==> src/rtl/fp_add_pkg.sv <==
// Shared types and constants for the FP16 adder arbiter and its response FIFO.
package fp_add_pkg;

    localparam int FP16_W   = 16;
    localparam int FLAG_W   = 2;

    // Bit positions inside the {overflow,underflow} flag pair.
    localparam int OVF      = 1;
    localparam int UNF      = 0;

    // The FIFO entry carries a fixed-width ID field so the type can live here;
    // the top zero-extends its ID_W-bit tag into it (ID_W must not exceed this).
    localparam int RSP_ID_W = 8;

    typedef struct packed {
        logic [RSP_ID_W-1:0] id;
        logic [FP16_W-1:0]   sum;
        logic [FLAG_W-1:0]   flags;
    } rsp_entry_t;

endpackage

==> src/rtl/fp_add_rsp_fifo.sv <==
// Synchronous response FIFO holding {id,sum,flags} entries; DEPTH need not be a power of two.
module fp_add_rsp_fifo
    import fp_add_pkg::*;
#(
    parameter int DEPTH = 9,
    parameter int CNT_W = $clog2(DEPTH + 1)
) (
    input  logic             clk,
    input  logic             reset,
    input  logic             push,
    input  rsp_entry_t       push_data,
    input  logic             pop,
    output rsp_entry_t       head,
    output logic             full,
    output logic             empty,
    output logic [CNT_W-1:0] count
);

    localparam int PTR_W = (DEPTH > 1) ? $clog2(DEPTH) : 1;

    rsp_entry_t       mem [DEPTH];
    logic [PTR_W-1:0] wr_ptr;
    logic [PTR_W-1:0] rd_ptr;
    logic             do_push;
    logic             do_pop;

    function automatic logic [PTR_W-1:0] ptr_next(input logic [PTR_W-1:0] p);
        return (p == PTR_W'(DEPTH - 1)) ? '0 : p + 1'b1;
    endfunction

    assign do_push = push & ~full;
    assign do_pop  = pop & ~empty;

    // Write the incoming entry at the tail.
    // NOTE: the storage array is deliberately not reset; only pointers and count are, so stale words are never read.
    always_ff @(posedge clk) begin
        if (do_push) begin
            mem[wr_ptr] <= push_data;
        end
    end

    // Advance pointers and keep occupancy in step with push/pop.
    // NOTE: sequential state is written with non-blocking (<=) so every register samples pre-edge values.
    always_ff @(posedge clk) begin
        if (reset) begin
            wr_ptr <= '0;
            rd_ptr <= '0;
            count  <= '0;
        end else begin
            if (do_push) wr_ptr <= ptr_next(wr_ptr);
            if (do_pop)  rd_ptr <= ptr_next(rd_ptr);
            case ({do_push, do_pop})
                2'b10:   count <= count + 1'b1;
                2'b01:   count <= count - 1'b1;
                default: count <= count;
            endcase
        end
    end

    assign full  = (count == CNT_W'(DEPTH));
    assign empty = (count == '0);
    assign head  = mem[rd_ptr];

endmodule

==> src/rtl/fp_add_arbiter.sv <==
// Round-robin sharing of one fixed-latency FP16 adder among NREQ requesters,
// with ID tagging, credit-limited issue and a buffered valid/ready response port.
module fp_add_arbiter
    import fp_add_pkg::*;
#(
    parameter int NREQ  = 2,
    parameter int LAT   = 7,
    parameter int DEPTH = 9,
    parameter int ID_W  = $clog2(NREQ)
) (
    input  logic                     clk,
    input  logic                     reset,
    input  logic [NREQ-1:0]          req_valid,
    output logic [NREQ-1:0]          req_ready,
    input  logic [NREQ*FP16_W-1:0]   req_a,
    input  logic [NREQ*FP16_W-1:0]   req_b,
    output logic                     add_in_valid,
    output logic [FP16_W-1:0]        add_a,
    output logic [FP16_W-1:0]        add_b,
    input  logic [FP16_W-1:0]        add_res,
    input  logic [FLAG_W-1:0]        add_flags,
    output logic                     resp_valid,
    input  logic                     resp_ready,
    output logic [ID_W-1:0]          resp_id,
    output logic [FP16_W-1:0]        resp_sum,
    output logic [FLAG_W-1:0]        resp_flags,
    output logic                     busy
);

    localparam int CNT_W = $clog2(DEPTH + 1);

    logic [ID_W-1:0]   last_grant;
    logic [ID_W-1:0]   grant_id;
    logic              arb_found;
    logic              accept;
    logic              credit;
    logic [CNT_W:0]    committed;
    logic [FP16_W-1:0] sel_a;
    logic [FP16_W-1:0] sel_b;
    logic [ID_W-1:0]   issue_id;
    logic [LAT-1:0]    tag_valid;
    logic [ID_W-1:0]   tag_id [LAT];
    logic              capture;
    logic [CNT_W-1:0]  inflight;
    logic [CNT_W-1:0]  occ;
    logic              fifo_full;
    logic              fifo_empty;
    logic              pop;
    rsp_entry_t        cap_entry;
    rsp_entry_t        head_entry;
    rsp_entry_t        hold_entry;
    rsp_entry_t        resp_entry;
    logic              unused_id_hi;

    // Requester index 'step' positions after 'from', wrapping NREQ-1 -> 0.
    function automatic logic [ID_W-1:0] rr_next(input logic [ID_W-1:0] from, input int step);
        int pos;
        pos = (int'(from) + step) % NREQ;
        return ID_W'(pos);
    endfunction

    // Credit: everything accepted but not yet popped must fit in the FIFO.
    assign committed = {1'b0, occ} + {1'b0, inflight};
    assign credit    = (committed < (CNT_W + 1)'(DEPTH));

    // Round-robin search starting one above the last grant; one-hot, only with credit.
    // NOTE: every output gets a default at the top of the block, so no path leaves a latch.
    always_comb begin
        req_ready = '0;
        grant_id  = '0;
        arb_found = 1'b0;
        for (int k = 1; k <= NREQ; k++) begin
            for (int i = 0; i < NREQ; i++) begin
                if (!arb_found && credit && req_valid[i] && (rr_next(last_grant, k) == ID_W'(i))) begin
                    arb_found    = 1'b1;
                    req_ready[i] = 1'b1;
                    grant_id     = ID_W'(i);
                end
            end
        end
    end

    assign accept = |(req_valid & req_ready);

    // Select the granted requester's operand lanes.
    always_comb begin
        sel_a = '0;
        sel_b = '0;
        for (int i = 0; i < NREQ; i++) begin
            if (grant_id == ID_W'(i)) begin
                sel_a = req_a[i*FP16_W +: FP16_W];
                sel_b = req_b[i*FP16_W +: FP16_W];
            end
        end
    end

    // Remember the last granted requester; reset value makes requester 0 win first.
    always_ff @(posedge clk) begin
        if (reset) begin
            last_grant <= ID_W'(NREQ - 1);
        end else if (accept) begin
            last_grant <= grant_id;
        end
    end

    // Issue register: one-cycle strobe to the adder, operands held between issues.
    always_ff @(posedge clk) begin
        if (reset) begin
            add_in_valid <= 1'b0;
            add_a        <= '0;
            add_b        <= '0;
            issue_id     <= '0;
        end else begin
            add_in_valid <= accept;
            if (accept) begin
                add_a    <= sel_a;
                add_b    <= sel_b;
                issue_id <= grant_id;
            end
        end
    end

    // Tag pipe mirrors the adder latency; its last stage marks when add_res is meaningful.
    always_ff @(posedge clk) begin
        if (reset) begin
            tag_valid <= '0;
            for (int i = 0; i < LAT; i++) tag_id[i] <= '0;
        end else begin
            tag_valid[0] <= add_in_valid;
            tag_id[0]    <= issue_id;
            for (int i = 1; i < LAT; i++) begin
                tag_valid[i] <= tag_valid[i-1];
                tag_id[i]    <= tag_id[i-1];
            end
        end
    end

    assign capture = tag_valid[LAT-1];

    // Ops in the issue register or adder: +1 on accept, -1 on capture.
    always_ff @(posedge clk) begin
        if (reset) begin
            inflight <= '0;
        end else if (accept && !capture) begin
            inflight <= inflight + 1'b1;
        end else if (!accept && capture) begin
            inflight <= inflight - 1'b1;
        end
    end

    // Build the FIFO entry from the returning tag and adder outputs.
    always_comb begin
        cap_entry            = '0;
        cap_entry.id         = RSP_ID_W'(tag_id[LAT-1]);
        cap_entry.sum        = add_res;
        cap_entry.flags[OVF] = add_flags[OVF];
        cap_entry.flags[UNF] = add_flags[UNF];
    end

    fp_add_rsp_fifo #(
        .DEPTH (DEPTH),
        .CNT_W (CNT_W)
    ) u_rsp_fifo (
        .clk       (clk),
        .reset     (reset),
        .push      (capture),
        .push_data (cap_entry),
        .pop       (pop),
        .head      (head_entry),
        .full      (fifo_full),
        .empty     (fifo_empty),
        .count     (occ)
    );

    assign resp_valid = ~fifo_empty;
    assign pop        = resp_valid & resp_ready;

    // Keep the last presented response so resp_* hold steady while the FIFO is empty.
    always_ff @(posedge clk) begin
        if (reset) begin
            hold_entry <= '0;
        end else if (pop) begin
            hold_entry <= head_entry;
        end
    end

    assign resp_entry   = fifo_empty ? hold_entry : head_entry;
    assign resp_id      = resp_entry.id[ID_W-1:0];
    assign resp_sum     = resp_entry.sum;
    assign resp_flags   = resp_entry.flags;
    assign unused_id_hi = ^(resp_entry.id >> ID_W);

    assign busy = (inflight != '0) | (occ != '0);

    // Credit accounting must keep a capture from ever landing in a full FIFO.
    assert property (@(posedge clk) disable iff (reset) capture |-> !fifo_full);

endmodule

==> config.mk <==
export PLATFORM = sky130hd
export DESIGN_NAME = fp_add_arbiter
export DESIGN_NICKNAME = d
export VERILOG_FILES = /design/src/rtl/fp_add_pkg.sv /design/src/rtl/fp_add_rsp_fifo.sv /design/src/rtl/fp_add_arbiter.sv
export SDC_FILE = /design/constraint.sdc
export NUM_CORES = 1
export LEC_CHECK = 0
export BUFFER_PORTS_ARGS = -buffer_cell sky130_fd_sc_hd__buf_2
export CORE_MARGIN = 2
export CORE_UTILIZATION = 46
export CTS_BUF_LIST = sky130_fd_sc_hd__clkbuf_4 sky130_fd_sc_hd__clkbuf_8
export DETAILED_ROUTE_END_ITERATION = 8
export PLACE_DENSITY = 0.68
export SLEW_MARGIN = 20
export SYNTH_ARGS = -nofsm -noshare
export SYNTH_HDL_FRONTEND = slang
export SYNTH_SLANG_ARGS = --single-unit
==> constraint.sdc <==
create_clock -name clk -period 5 [get_ports clk]
set_clock_uncertainty 0.1 [all_clocks]
set_input_delay 0.5 -clock clk [delete_from_list [all_inputs] [get_ports clk]]
set_output_delay 0.5 -clock clk [all_outputs]
set_load 0.02 [all_outputs]
==> results.json <==
{
  "status": "finished clean",
  "grt_max_degree": 61,
  "async_reset_ff_frac": 0,
  "ys_seq_area_frac": 0.650,
  "fin_nets": 1046,
  "power.leakage_nw": 4.54,
  "grt_first_pass_wirelength_mm": 35.4,
  "clock_sinks": 259,
  "start_util": 0.468,
  "ir_drop_v": 0.000264,
  "setup_viol": 0,
  "clk_latency_ps": 540,
  "vias": 6816,
  "die-area_mm2": 0.0243,
  "clockBufferDepth": 3,
  "place.gp.congestion": 0.788,
  "slowest_delay_ps": 450,
  "whs_ps": 80.0,
  "die_w_um": 156,
  "grt_overflow_total": 0,
  "ys_top_cells_by_area": "edfxtp_1 (48%), dfxtp_1 (17%), mux2i_1 (7.4%)",
  "hold_buffers": 0,
  "ant_nets": 0,
  "synth_top_cell_by_area": "edfxtp_1",
  "rsz0062_at_grt": "false",
  "drc_errors": 0,
  "drive_gt1_frac": 0.283,
  "dr.pass1.iters": 4,
  "synth_edf_count": 171,
  "max_slew_margin": 0.308,
  "grt_pass1_vias": 6724,
  "final_cell_mix": "edfxtp_1 (171), buf_2 (142), dfxtp_1 (87), mux2i_1 (78), inv_1 (51)",
  "slew_violations": 0,
  "postCtsSetupBuffers": 0,
  "min_period_ps": 3700,
  "worstSetupPathType": "reg2out",
  "final_common_cell": "edfxtp_1",
  "cts_tree": "built",
  "ys_ff_latch": 259,
  "place_area_mm2": 0.0116,
  "final-hold-violation-count": 0,
  "tns_ps": 0,
  "fin_crit_sh": 0.740,
  "power.density_mw_per_mm2": 391,
  "final_util": 0.550,
  "path_max_fanout": 37,
  "syn-mean-instance-area_um2": 13.5,
  "dp_hpwl_mm": 13.3,
  "cpMostUsedCell": "inv_1",
  "viasPerCell": 5.42,
  "path_clk_slew_ps": 60,
  "track_usage": 0.187,
  "rows": 55,
  "required_ps": 4400,
  "wl_per_cell_um": 18.0,
  "coreArea_mm2": 0.0226,
  "synth_area_mm2": 0.0106,
  "clock.fmax_ghz": 0.270,
  "tightest_slew_ps": 1040,
  "wl_mm": 22.6,
  "cts.htree.levels": 2,
  "io_pins": 143,
  "drt_iter0_drc": 394,
  "synthDistinctLibCells": 47,
  "die_h_um": 156,
  "arrival_ps": 3100,
  "drv_cap": 0,
  "n_antenna_cell": 0,
  "synth_top_area_share": 0.484,
  "slowest_stage": "dfxtp_1",
  "netlist_instances": 787,
  "cts_root_buf": "clkbuf_8",
  "io_buffers": 142,
  "cts_buffers": 42,
  "syn_nets": 893,
  "nFillCells": 1863,
  "synthFlopType": "edfxtp_1",
  "fin_area_mm2": 0.0124,
  "critPathCaptureType": "primary output",
  "antenna_found_initial": 2,
  "synth.yosys.warnings": 0,
  "hold_path_class": "in2reg",
  "areaGrowthSynthToFinish_pct": 17.3,
  "cts_resized": 0,
  "path_cells": "ha_1, inv_1, fa_1, xor2_1, a32o_1, o311a_2, buf_4, inv_1, nor2_1, buf_2",
  "start_kind": "flip-flop"
}
final cells by class:
cell class / instances / area [um^2] / share of cell area
flip-flops and latches: 259 / 6900 / 0.555
clock buffers: 70 / 813 / 0.0654
inverters: 52 / 195 / 0.0157
repair buffers: 160 / 853 / 0.0686
clock inverters: 6 / 36.3 / 0.00292
multi-input cells: 425 / 3290 / 0.264
well taps: 285 / 357 / 0.0287
through the flow:
step	setup slack, ps	total power [mW]	cells
final	1300	4.86	1257
after detailed placement	1340	3.10	1181
after CTS	1240	4.91	1257
after floorplan	1340	2.92	787
after global placement	1440	3.09	1180
after global routing	1130	5.08	1257
Yosys cell counts (all sizes together) (2+ instances only):
cell    instances
buf            19
ha             16
or3             2
xnor2           6
nand2          30
and2            8
mux2i          78
o21ai          26
o22ai          32
a21o            3
inv            52
nor3            3
nor4            2
dfxtp          88
a21oi          11
and3            2
nor2b          17
edfxtp        171
fa              3
a31oi          38
nand3b         19
clkbuf         32
nor2           41
a22oi          38
nand3           2
xor2            4
a221oi         32
cells by family (layout without fill, tap and decap cells):
group,after synthesis,in the layout,share of synthesized area
AOI/OAI and AO/OA,187,187,0.138
and+or+nand+nor,131,131,0.0629
xor gates and xnor gates,10,10,0.00826
buffers and inverters,103,288,0.0426
DFF,259,259,0.650
muxes,78,78,0.0736
adders and majority gates,19,19,0.0245
where the power goes:
group	switching [mW]	total (mW)	leakage (nW)	internal [mW]
Combinational	0.396	0.637	1.81	0.241
Sequential	0.0553	2.42	2.27	2.36
Clock	0.786	1.81	0.458	1.03
Total	1.24	4.86	4.54	3.63
flip-flops by register name, summed over array words and instances, names as in the netlist, named ones only:
signal	count
tag_id	7
inflight	4
add_a	16
u_rsp_fifo.wr_ptr	4
add_b	16
u_rsp_fifo.count	4
last_grant	1
add_in_valid	1
u_rsp_fifo.mem	171
u_rsp_fifo.rd_ptr	4
issue_id	1
hold_entry	19
tag_valid	7
per-layer routing:
metal / track usage / part of all wire
met4: 0.0524 / 0.015
met3: 0.0408 / 0.059
met1: 0.243 / 0.44
met2: 0.316 / 0.48
met5: 0 / 0.00031
worst paths after layout:
path / endpoint / startpoint / slack [ps] / cells past startpoint
max: req_ready[1] / u_rsp_fifo.count[0] / 1300 / 10
max reg2reg: inflight[3] / u_rsp_fifo.count[0] / 1320 / 16
min: add_a[5] / reset / 80 / 2
min reg2reg: tag_valid[2] / tag_valid[1] / 340 / 1
worst max-delay path, delay by kind of cell, from the launching register on:
family | cells | cell delay, ps
xor gates and xnor gates | 1 | 160
buffers and inverters | 4 | 680
adders and majority gates | 2 | 610
and+or+nand+nor | 1 | 50
AOI/OAI and AO/OA | 2 | 620
DFF | 1 | 450
No activity file was read; power rests on OpenSTA's default activity.
